File: src/rtl/vdisk_pkg.sv
// Shared definitions for the virtual-disk request arbiter: arbiter states,
// default channel, count and timeout sizes, and an index-width helper.
package vdisk_pkg;

    localparam int NDISK_DEF = 32'sd3;
    localparam int CNTW_DEF  = 32'sd6;
    localparam int TMO_DEF   = 32'sd16777216;

    typedef enum logic [1:0] {
        ST_IDLE  = 2'd0,
        ST_ISSUE = 2'd1,
        ST_XFER  = 2'd2,
        ST_FIN   = 2'd3
    } state_e;

    // Width of a channel index; a single channel still needs a one-bit index.
    function automatic int idx_width(input int n);
        return (n > 32'sd1) ? $clog2(n) : 32'sd1;
    endfunction

endpackage

File: src/rtl/vdisk_arb_if.sv
// Bundle of per-channel block-request and hps_io sector signals around the
// arbiter. The slave view belongs to the arbiter, the master view to its environment.
interface vdisk_arb_if import vdisk_pkg::*; #(
    parameter int NDISK = NDISK_DEF,
    parameter int CNTW  = CNTW_DEF
) ();

    logic [NDISK-1:0]      req_valid;
    logic [NDISK-1:0]      req_ready;
    logic [NDISK-1:0]      req_wr;
    logic [32*NDISK-1:0]   req_lba;
    logic [CNTW*NDISK-1:0] req_cnt;
    logic [NDISK-1:0]      req_done;
    logic [NDISK-1:0]      req_err;
    logic [NDISK-1:0]      img_mounted;
    logic                  img_size_nz;
    logic [32*NDISK-1:0]   sd_lba;
    logic [CNTW*NDISK-1:0] sd_blk_cnt;
    logic [NDISK-1:0]      sd_rd;
    logic [NDISK-1:0]      sd_wr;
    logic [NDISK-1:0]      sd_ack;
    logic                  active;

    modport slave (
        input  req_valid, req_wr, req_lba, req_cnt, img_mounted, img_size_nz, sd_ack,
        output req_ready, req_done, req_err, sd_lba, sd_blk_cnt, sd_rd, sd_wr, active
    );

    modport master (
        output req_valid, req_wr, req_lba, req_cnt, img_mounted, img_size_nz, sd_ack,
        input  req_ready, req_done, req_err, sd_lba, sd_blk_cnt, sd_rd, sd_wr, active
    );

endinterface

File: src/rtl/vdisk_arb_rr_pick.sv
// Round-robin selector: picks the first requesting channel after the last
// granted one, wrapping around, and reports whether anything was picked.
module rr_pick import vdisk_pkg::*; #(
    parameter int N  = NDISK_DEF,
    parameter int IW = idx_width(N)
) (
    input  logic [N-1:0]  req,
    input  logic [IW-1:0] last,
    output logic [N-1:0]  grant,
    output logic          valid
);

    logic [IW-1:0] idx_s;

    // Walk the channels starting one past the last grant; the first hit wins.
    always_comb begin
        grant = '0;
        valid = 1'b0;
        idx_s = '0;
        for (int k = 32'sd0; k < N; k++) begin
            idx_s        = IW'((int'(last) + k + 32'sd1) % N);
            grant[idx_s] = req[idx_s] & ~valid;
            valid        = valid | req[idx_s];
        end
    end

endmodule

File: src/rtl/vdisk_arb.sv
// Arbiter sharing one hps_io sector port among NDISK virtual-disk channels:
// one outstanding transfer at a time, with timeout and mount tracking.
module vdisk_arb import vdisk_pkg::*; #(
    parameter int NDISK = NDISK_DEF,
    parameter int CNTW  = CNTW_DEF,
    parameter int TMO   = TMO_DEF
) (
    input logic        clk_sys,
    input logic        reset_n,
    vdisk_arb_if.slave bus
);

    localparam int IW = idx_width(NDISK);
    localparam int TW = $clog2(TMO) + 32'sd1;
    localparam logic [NDISK-1:0] ONE = NDISK'(1'b1);

    state_e            state_r, state_n;
    logic [IW-1:0]     g_r, ptr_r, pick_idx_s, gn_s;
    logic [NDISK-1:0]  pick_req_s, pick_grant_s, g_oh_s;
    logic              pick_valid_s;
    logic [NDISK-1:0]  mounted_r, blk_r;
    logic              wr_r [NDISK];
    logic [31:0]       lba_r [NDISK];
    logic [CNTW-1:0]   cnt_r [NDISK];
    logic [TW-1:0]     tmo_r;
    logic              err_pend_r, active_r;
    logic [NDISK-1:0]  ready_r, done_r, err_r, sd_rd_r, sd_wr_r;
    logic              go_grant_s, ack_g_s, unmount_g_s, tmo_hit_s;
    logic              abort_s, timeout_s, finish_s, wr_n_s;

    // A channel whose previous request timed out stays unpickable until its stale ack falls.
    assign pick_req_s = bus.req_valid & ~blk_r;
    assign g_oh_s     = ONE << g_r;

    rr_pick #(.N(NDISK), .IW(IW)) u_pick (
        .req   (pick_req_s),
        .last  (ptr_r),
        .grant (pick_grant_s),
        .valid (pick_valid_s)
    );

    // One-hot grant to channel index.
    always_comb begin
        pick_idx_s = '0;
        for (int i = 32'sd0; i < NDISK; i++) begin
            pick_idx_s = pick_idx_s | (pick_grant_s[i] ? IW'(i) : {IW{1'b0}});
        end
    end

    // Next-state logic and per-cycle transition events.
    always_comb begin
        state_n     = state_r;
        go_grant_s  = 1'b0;
        abort_s     = 1'b0;
        timeout_s   = 1'b0;
        finish_s    = 1'b0;
        ack_g_s     = bus.sd_ack[g_r] & ~blk_r[g_r];
        unmount_g_s = bus.img_mounted[g_r] & ~bus.img_size_nz;
        tmo_hit_s   = (tmo_r == TW'(TMO - 32'sd1));
        case (state_r)
            ST_IDLE: begin
                if (pick_valid_s) begin
                    go_grant_s = 1'b1;
                    state_n    = mounted_r[pick_idx_s] ? ST_ISSUE : ST_FIN;
                end else begin
                    state_n = ST_IDLE;
                end
            end
            ST_ISSUE: begin
                if (unmount_g_s) begin
                    abort_s = 1'b1;
                    state_n = ST_FIN;
                end else if (ack_g_s) begin
                    state_n = ST_XFER;
                end else if (tmo_hit_s) begin
                    timeout_s = 1'b1;
                    state_n   = ST_IDLE;
                end else begin
                    state_n = ST_ISSUE;
                end
            end
            ST_XFER: begin
                if (unmount_g_s) begin
                    abort_s = 1'b1;
                    state_n = ST_FIN;
                end else if (!bus.sd_ack[g_r]) begin
                    state_n = ST_FIN;
                end else begin
                    state_n = ST_XFER;
                end
            end
            ST_FIN: begin
                finish_s = 1'b1;
                state_n  = ST_IDLE;
            end
            default: state_n = ST_IDLE;
        endcase
        gn_s   = go_grant_s ? pick_idx_s : g_r;
        wr_n_s = go_grant_s ? bus.req_wr[pick_idx_s] : wr_r[g_r];
    end

    // FSM state, grant bookkeeping, timeout counter and registered strobes/pulses.
    always_ff @(posedge clk_sys or negedge reset_n) begin
        if (!reset_n) begin
            state_r    <= ST_IDLE;
            g_r        <= '0;
            ptr_r      <= IW'(NDISK - 32'sd1);
            tmo_r      <= '0;
            err_pend_r <= 1'b0;
            ready_r    <= '0;
            done_r     <= '0;
            err_r      <= '0;
            sd_rd_r    <= '0;
            sd_wr_r    <= '0;
            active_r   <= 1'b0;
        end else begin
            state_r <= state_n;
            ready_r <= go_grant_s ? pick_grant_s : '0;
            if (go_grant_s) begin
                g_r        <= pick_idx_s;
                ptr_r      <= pick_idx_s;
                err_pend_r <= ~mounted_r[pick_idx_s];
            end else if (abort_s) begin
                err_pend_r <= 1'b1;
            end
            tmo_r   <= (state_r == ST_ISSUE && state_n == ST_ISSUE) ? tmo_r + TW'(1'b1) : '0;
            done_r  <= (finish_s || timeout_s) ? g_oh_s : '0;
            err_r   <= (timeout_s || (finish_s && err_pend_r)) ? g_oh_s : '0;
            sd_rd_r <= '0;
            sd_wr_r <= '0;
            if (state_n == ST_ISSUE) begin
                sd_rd_r[gn_s] <= ~wr_n_s;
                sd_wr_r[gn_s] <= wr_n_s;
            end
            active_r <= (state_n == ST_ISSUE) || (state_n == ST_XFER);
        end
    end

    // Mount flags follow each mount pulse; the stale-ack block is armed by a timeout.
    always_ff @(posedge clk_sys or negedge reset_n) begin
        if (!reset_n) begin
            mounted_r <= '0;
            blk_r     <= '0;
        end else begin
            mounted_r <= (mounted_r & ~bus.img_mounted) | (bus.img_mounted & {NDISK{bus.img_size_nz}});
            blk_r     <= (blk_r & bus.sd_ack) | (timeout_s ? g_oh_s : '0);
        end
    end

    // Per-channel request registers, captured on that channel's grant.
    always_ff @(posedge clk_sys or negedge reset_n) begin
        if (!reset_n) begin
            for (int i = 32'sd0; i < NDISK; i++) begin
                wr_r[i]  <= 1'b0;
                lba_r[i] <= '0;
                cnt_r[i] <= '0;
            end
        end else begin
            for (int i = 32'sd0; i < NDISK; i++) begin
                if (go_grant_s && pick_grant_s[i]) begin
                    wr_r[i]  <= bus.req_wr[i];
                    lba_r[i] <= bus.req_lba[32*i +: 32];
                    cnt_r[i] <= bus.req_cnt[CNTW*i +: CNTW];
                end
            end
        end
    end

    for (genvar i = 0; i < NDISK; i++) begin : g_out
        assign bus.sd_lba[32*i +: 32]       = lba_r[i];
        assign bus.sd_blk_cnt[CNTW*i +: CNTW] = cnt_r[i];
    end

    assign bus.req_ready = ready_r;
    assign bus.req_done  = done_r;
    assign bus.req_err   = err_r;
    assign bus.sd_rd     = sd_rd_r;
    assign bus.sd_wr     = sd_wr_r;
    assign bus.active    = active_r;

endmodule

File: src/flat_wrapper.sv
// flat-port wrapper written by rule: the top's interface ports become plain ports
module vdisk_arb_flat import vdisk_pkg::*;
#(
    parameter int NDISK = NDISK_DEF,
    parameter int CNTW  = CNTW_DEF,
    parameter int TMO   = TMO_DEF
)
  (clk_sys, reset_n, bus_req_valid, bus_req_wr, bus_req_lba, bus_req_cnt, bus_img_mounted, bus_img_size_nz, bus_sd_ack, bus_req_ready, bus_req_done, bus_req_err, bus_sd_lba, bus_sd_blk_cnt, bus_sd_rd, bus_sd_wr, bus_active);
  vdisk_arb_if #(.NDISK(NDISK), .CNTW(CNTW)) bus_i ();
  input logic clk_sys;
  input logic reset_n;
  input wire logic [$bits(bus_i.req_valid)-1:0] bus_req_valid;
  input wire logic [$bits(bus_i.req_wr)-1:0] bus_req_wr;
  input wire logic [$bits(bus_i.req_lba)-1:0] bus_req_lba;
  input wire logic [$bits(bus_i.req_cnt)-1:0] bus_req_cnt;
  input wire logic [$bits(bus_i.img_mounted)-1:0] bus_img_mounted;
  input wire logic [$bits(bus_i.img_size_nz)-1:0] bus_img_size_nz;
  input wire logic [$bits(bus_i.sd_ack)-1:0] bus_sd_ack;
  output wire logic [$bits(bus_i.req_ready)-1:0] bus_req_ready;
  output wire logic [$bits(bus_i.req_done)-1:0] bus_req_done;
  output wire logic [$bits(bus_i.req_err)-1:0] bus_req_err;
  output wire logic [$bits(bus_i.sd_lba)-1:0] bus_sd_lba;
  output wire logic [$bits(bus_i.sd_blk_cnt)-1:0] bus_sd_blk_cnt;
  output wire logic [$bits(bus_i.sd_rd)-1:0] bus_sd_rd;
  output wire logic [$bits(bus_i.sd_wr)-1:0] bus_sd_wr;
  output wire logic [$bits(bus_i.active)-1:0] bus_active;
  assign bus_i.req_valid = bus_req_valid;
  assign bus_i.req_wr = bus_req_wr;
  assign bus_i.req_lba = bus_req_lba;
  assign bus_i.req_cnt = bus_req_cnt;
  assign bus_i.img_mounted = bus_img_mounted;
  assign bus_i.img_size_nz = bus_img_size_nz;
  assign bus_i.sd_ack = bus_sd_ack;
  assign bus_req_ready = bus_i.req_ready;
  assign bus_req_done = bus_i.req_done;
  assign bus_req_err = bus_i.req_err;
  assign bus_sd_lba = bus_i.sd_lba;
  assign bus_sd_blk_cnt = bus_i.sd_blk_cnt;
  assign bus_sd_rd = bus_i.sd_rd;
  assign bus_sd_wr = bus_i.sd_wr;
  assign bus_active = bus_i.active;
  vdisk_arb #(.NDISK(NDISK), .CNTW(CNTW), .TMO(TMO)) u_core (.clk_sys(clk_sys), .reset_n(reset_n), .bus(bus_i));
endmodule
File: config.mk
export PLATFORM = sky130hd
export DESIGN_NAME = vdisk_arb_flat
export DESIGN_NICKNAME = d
export VERILOG_FILES = /design/src/rtl/vdisk_pkg.sv /design/src/rtl/vdisk_arb_if.sv /design/src/rtl/vdisk_arb_rr_pick.sv /design/src/rtl/vdisk_arb.sv /design/src/flat_wrapper.sv
export SDC_FILE = /design/constraint.sdc
export NUM_CORES = 1
export LEC_CHECK = 0
export BUFFER_PORTS_ARGS = -buffer_cell sky130_fd_sc_hd__buf_2
export CAP_MARGIN = 5
export CORE_MARGIN = 5
export CORE_UTILIZATION = 54
export DETAILED_ROUTE_END_ITERATION = 8
export PLACE_DENSITY = 0.82
export RECOVER_POWER = 25
export SETUP_SLACK_MARGIN = 0.05
export SLEW_MARGIN = 25
export SYNTH_ARGS = -nofsm -noshare
export SYNTH_HDL_FRONTEND = slang
export SYNTH_SLANG_ARGS = --single-unit
File: constraint.sdc
create_clock -name clk_sys -period 8.9 [get_ports clk_sys]
set_clock_uncertainty 0.2 [all_clocks]
set_input_delay 0.89 -clock clk_sys [delete_from_list [all_inputs] [get_ports clk_sys]]
set_output_delay 0.89 -clock clk_sys [all_outputs]
set_load 0.05 [all_outputs]
* After elaboration in Yosys (flattened, before gate mapping)
Cells that the tools add are included.
** Cells by class
- Bitwise logic cells :: 25
- Reduce and logical (&&, ||, !) cells :: 15
- Mux-type cells :: 59
- Div/mod/pow operators :: 3
- Eq/ne operators :: 6
- Add/subtract/negate cells :: 5
- Magnitude comparators :: 11
- Shift operators :: 1
** Operators by type and width (number)
- remainder unit 32 x 3 -> 32 bit, second input constant :: 3
- 2-to-1 mux 1 bit :: 29
- adder 25 x 1 -> 25 bit, second input constant :: 1
- equality test 25 x 24 -> 1 bit, second input constant :: 1
- 2-to-1 mux 25 bit :: 1
- bitwise AND 3 bit :: 7
- binary-select mux 1 bit (select 2 bit) :: 9
- < comparator 2 x 3 -> 1 bit, second input constant :: 6
- 2-to-1 mux 3 bit :: 6
- 2-to-1 mux 2 bit :: 7
- logical AND 1 bit :: 9
- adder 3 x 1 -> 4 bit, second input constant :: 2
- demux 1 bit (select 2 bit) :: 4
- >= comparator 2 x 1 -> 1 bit, second input constant :: 4
- one-hot mux 2 bit (4 select lines) :: 1
- bitwise mux 3 bit :: 2
- equality test 2 bit, second input constant :: 3
- NOT 1 bit :: 6
- NOT 3 bit :: 2
- OR 3 bit :: 2
- bitwise AND 1 bit :: 4
- equality test 2 x 1 -> 1 bit, second input constant :: 2
- adder 2 x 1 -> 3 bit, second input constant :: 1
- adder 2 x 2 -> 3 bit, second input constant :: 1
- 9 further kinds :: 12
** Storage, ports and cells
- Flip-flop bits (word level) :: 171
- Bits of input ports :: 129
- Logic and storage cells :: 147

* Logic depth before layout (Yosys ltp)
- Word-level depth :: 19
- Depth in mapped cells :: 14

* By module
Synthesis repeated with hierarchy kept, for this count alone.
** Second synthesis, totals
- Cell total of the unflattened synthesis :: 542
- Area, all modules :: 7240.7 µm²
** Modules (own cells, without submodules)
- vdisk_arb :: area an instance 6915.4 µm², times used 1, cells each 494, seq. area each 4280.4 µm²
- rr_pick :: area an instance 325.3 µm², times used 1, cells each 48, seq. area each 0.0 µm²

* Least setup slack after synthesis
No wires, ideal clock.
- Kind :: input -> register
- From :: in bus_req_valid[2]
- To :: reg u_core.tmo_r[13]
- Arrival :: 2.981 ns
- Required time :: 8.568 ns
- Stages on the path :: 11
- Path buffers :: 2
- Path slack :: 5.587 ns
- Path through :: nor2b_4 and2_4 or4_1 buf_2 mux2i_1 mux2i_1 o22a_1 ha_1 nand2_1 clkbuf_1 nor2_1
** On the way
- Longest elaborated chain between the ends :: 17
- Elaborated cells between the ends (all ways) :: 27
- Those cells by class :: 1 x eq/ne; 16 x mux; 9 x bitwise; 1 x reduce/logical
** Ends and longest elaborated chain
- from (decl) :: line flat_wrapper.sv:12 : input wire logic [$bits(bus_i.req_valid)-1:0] bus_req_valid;
- bitwise AND 3 bit (*) :: line vdisk_arb.sv:32 : assign pick_req_s = bus.req_valid & ~blk_r;
- binary-select mux 1 bit (select 2 bit) :: line vdisk_arb_rr_pick.sv:22, vdisk_arb_rr_pick.sv:23
- 2-to-1 mux 1 bit (implied by the code) :: line vdisk_arb_rr_pick.sv:22, vdisk_arb_rr_pick.sv:23
- NOT 1 bit or OR 1 bit (tied branches) :: line vdisk_arb_rr_pick.sv:22, vdisk_arb_rr_pick.sv:23
- bitwise AND 1 bit or NOT 1 bit (tied branches) :: line vdisk_arb_rr_pick.sv:22 : grant[idx_s] = req[idx_s] & ~valid;
- bitwise mux 3 bit or bitwise AND 1 bit (tied branches) :: line vdisk_arb_rr_pick.sv:22
- bitwise mux 3 bit :: line vdisk_arb_rr_pick.sv:22
- 2-to-1 mux 1 bit or 2-to-1 mux 2 bit (tied branches) :: line vdisk_arb.sv:46 : pick_idx_s = pick_idx_s | (pick_grant_s[i] ? IW'(i) : {IW{1'b0}});
- OR 2 bit :: line vdisk_arb.sv:46
- binary-select mux 1 bit (select 2 bit) :: line vdisk_arb.sv:64 : state_n = mounted_r[pick_idx_s] ? ST_ISSUE : ST_FIN;
- 2-to-1 mux 1 bit (implied by the code) :: line vdisk_arb.sv:64
- 2-to-1 mux 2 bit :: line vdisk_arb.sv:64
- 2-to-1 mux 2 bit (*) :: line vdisk_arb.sv:62 : if (pick_valid_s) begin
- one-hot mux 2 bit (4 select lines) (*) :: line vdisk_arb.sv:60 : case (state_r)
- equality test 2 x 1 -> 1 bit (*) :: line vdisk_arb.sv:126 : tmo_r <= (state_r == ST_ISSUE && state_n == ST_ISSUE) ? tmo_r + TW'(1'b1) : '0;
- logical AND 1 bit (*) :: line vdisk_arb.sv:126
- 2-to-1 mux 25 bit (*) :: line vdisk_arb.sv:126
- to (signal assigned) :: line vdisk_arb.sv:126
- to (decl) :: line vdisk_arb.sv:25 : logic [TW-1:0] tmo_r;
Mark *: on every way between the ends. The rest lies on a longest branch, timed or not. The select of a mux whose other input is x is not followed.
A chain may end at the register's enable or synchronous reset.

==> reports/metrics.yaml <==
run_status:
  status: "complete, but fails checks"
  violations: "capacitance limit, slew limit"
worst_setup_path:
  start_kind: "input pin"
  rr_endpoint: "u_core.tmo_r[22]$_DFF_PN0_"
  worstSetupPathDepth: 1
  critPathMaxStageDelay_ns: 3.36
  cp-end-kind: "asynchronous set/reset pin"
  reg2regPathDepth: 9
  crit_path_cell_trace: "clkbuf_1"
  cp.buffers_inverters: 1
  path_max_fanout: 95
  r2r_setup_slack_ns: 5.13
  r2r_start: "u_core.ptr_r[0]$_DFFE_PN0N_"
  crit_required_ns: 8.05
  worst_ep_arrival_time_ns: 4.31
  crit_family: "buffers and inverters"
  crit_start: "reset_n"
  crit_slowest_cell: "clkbuf_1"
  worstSetupPathType: "in -> async"
clocking:
  clockBufferDepth: 2
  ctsHtreeMaxLevel: 4
  clk_pin_slew_ns: 0.06
  cts_hold_buf: 0
  clock_latency_ns: 0.42
  cts.sinks: 171
  cts_buffers: 17
  post_cts_buffers: 0
  ctsResizeCount: 0
  cts_root_buf: "clkbuf_16"
  cts_tree: "yes"
sta:
  tns_ns: 0
  setup_violations: 0
  hold_violations: 0
  worst_pin_slew_ns: 4.88
  hold-worst-slack_ns: 0.280
  rsz0062_at_grt: "false"
  period_share: 0.580
  timing.fmax_mhz: 194
  slew_headroom: -2.25
  final-max-slew-violation-count: 96
  period_needed_ns: 5.16
cells_and_area:
  nNetsFinal: 915
  multiInputGateArea_um2: 2780
  regArea_um2: 4280
  area_growth_syn_to_layout_pct: 26.0
  final_util: 0.692
  n_antenna_cell: 0
  final_cells: 964
  drive_above_1_share: 0.454
  fillers: 964
synth:
  syn_inst: 518
  async_flop_share: 1.00
  yosysTopAreaCell: "dfrtp_1"
  yosys-top-cells-area: "dfrtp_1 (59%), mux2_2 (11%), mux2_1 (7.1%)"
  synthTopCellsByCount: "dfrtp_1 (170), mux2_2 (71), mux2_1 (46), nor2_1 (30), nand2_1 (18)"
  synth-main-ff-cell: "dfrtp_1"
  syn_nets: 657
  syn-cell-area_um2: 7270
  ys_seq_area_frac: 0.589
  synth-edff-count: 0
  synth_top_area_frac: 0.585
  yosys_register_bits: 171
  synth_cell_types: 62
  yosys_warnings: 0
  post-synth-top-count-cell: "dfrtp_1"
  synth.avg_cell_area_um2: 14.0
floorplanning:
  coreArea_um2: 13200
  io_pins: 259
  dieArea_um2: 15900
  floorplan.initialDensity: 0.549
  fp-row-count: 42
  fp.dieW_um: 126
  die_h_um: 126
grt:
  grt_max_degree: 96
  grt_pass1_wl_um: 28200
  antenna_found_initial: 0
  track_usage: 0.221
  gr-total-overflow: 0
  grt_pass1_vias: 5616
pwr:
  powerDensity_nw_per_um2: 445
  power.leakage_nw: 4.43
  ir_drop_mv: 0.319
  p_total_mw: 4.08
detailed_routing:
  drc: 0
  vias: 5082
  routed_wl_um: 17400
  drtIter0Drc: 315
  ant_nets: 0
  wl_per_cell_um: 18.0
  dr.pass1.iters: 4
  viasPerCell: 5.27
worst_hold_path:
  hp-class: "reg -> reg"
placed_design:
  dpl.hpwl_um: 12900
  post-place-cells: 933
  numPortBuffers: 258
  gp_congestion: 0.877
job:
  drv_cap: 1
[sequential cells by signal (all words and copies together) (netlist names), named ones only]
signal                 flops
u_core.bus.sd_wr           3
u_core.bus.req_ready       3
u_core.ptr_r               2
u_core.bus.req_done        3
u_core.blk_r               3
u_core.bus.sd_lba         96
u_core.tmo_r              25
u_core.wr_r                3
u_core.err_pend_r          1
u_core.g_r                 2
u_core.bus.sd_rd           3
u_core.bus.req_err         3
u_core.bus.sd_blk_cnt     18
u_core.state_r             2
u_core.bus.active          1
[layout by cell type, fill, tap and decap left out, types with 3 or more instances in the layout]
cell / count
nand2_1: 18
nor2b_1: 5
mux2i_1: 4
clkbuf_1: 26
or3_1: 3
mux2_2: 71
o21ai_0: 8
dfrtp_1: 170
and3_1: 8
inv_1: 11
and4_1: 3
nor3_1: 4
nand3_1: 12
nand2b_1: 3
a21oi_1: 11
clkbuf_16: 17
nor2_1: 30
xor2_1: 14
xnor2_1: 7
ha_1: 10
mux2_1: 46
buf_2: 234
clkinvlp_4: 4
clkinv_2: 3
mux2_4: 6
nand4_1: 4
[layer usage]
| metal | wire (µm) | vias up | track usage |
|---|---|---|---|
| li1 | - | 2343 | - |
| met1 | 6700 | 2488 | 0.261 |
| met2 | 8830 | 226 | 0.375 |
| met3 | 1410 | 25 | 0.0792 |
| met4 | 407 | 0 | 0.0789 |
| met5 | 0 | - | 0 |
[cells by family (layout without fill, tap and decap cells)]
logic type               after synthesis  count (layout)  share of synthesized area
flip-flops                           171             171                      0.589
multiplexers                         128             128                      0.201
AND/OR/NAND/NOR                      107             107                     0.0826
AO/OA/AOI/OAI                         48              48                     0.0556
buffers and inverters                 33             303                     0.0296
XOR/XNOR                              21              21                     0.0253
adder cells (fa/ha/maj)               10              10                     0.0172
[worst min-delay path by stage]
stage                                           end                                 start  cells after the start
6_report       u_core.bus.sd_blk_cnt[3]$_DFFE_PN0P_  u_core.bus.sd_blk_cnt[3]$_DFFE_PN0P_                      1
2_1_floorplan             u_core.tmo_r[0]$_DFF_PN0_             u_core.tmo_r[0]$_DFF_PN0_                      1
5_1_grt                   u_core.tmo_r[0]$_DFF_PN0_             u_core.tmo_r[0]$_DFF_PN0_                      1
4_1_cts            u_core.bus.sd_lba[4]$_DFFE_PN0P_      u_core.bus.sd_lba[4]$_DFFE_PN0P_                      1
3_5_place_dp       u_core.bus.sd_lba[4]$_DFFE_PN0P_      u_core.bus.sd_lba[4]$_DFFE_PN0P_                      1
3_3_place_gp       u_core.bus.sd_lba[4]$_DFFE_PN0P_      u_core.bus.sd_lba[4]$_DFFE_PN0P_                      1
[power breakdown]
| part | total [mW] | switching [mW] | internal (mW) |
|---|---|---|---|
| Sequential | 1.25 | 0.158 | 1.09 |
| Clock | 0.690 | 0.292 | 0.398 |
| Combinational | 2.14 | 1.54 | 0.595 |
| Total | 4.08 | 1.99 | 2.09 |
[final cells by class]
type,count,area share
Clock buffer,21,0.0503
Clock inverter,10,0.0101
Inverter,11,0.00451
Multi-Input combinational cell,314,0.303
Sequential cell,171,0.467
Tap cell,176,0.0240
Timing Repair Buffer,261,0.141
[per-stage QoR]
step	area, µm²	setup slack [ns]
after floorplan	7270	5.59
after global placement	8640	5.18
after detailed placement	8640	5.06
after CTS	9190	5.16
after global routing	9160	2.71
final	9160	3.74
(Power assumes the default switching activity.)
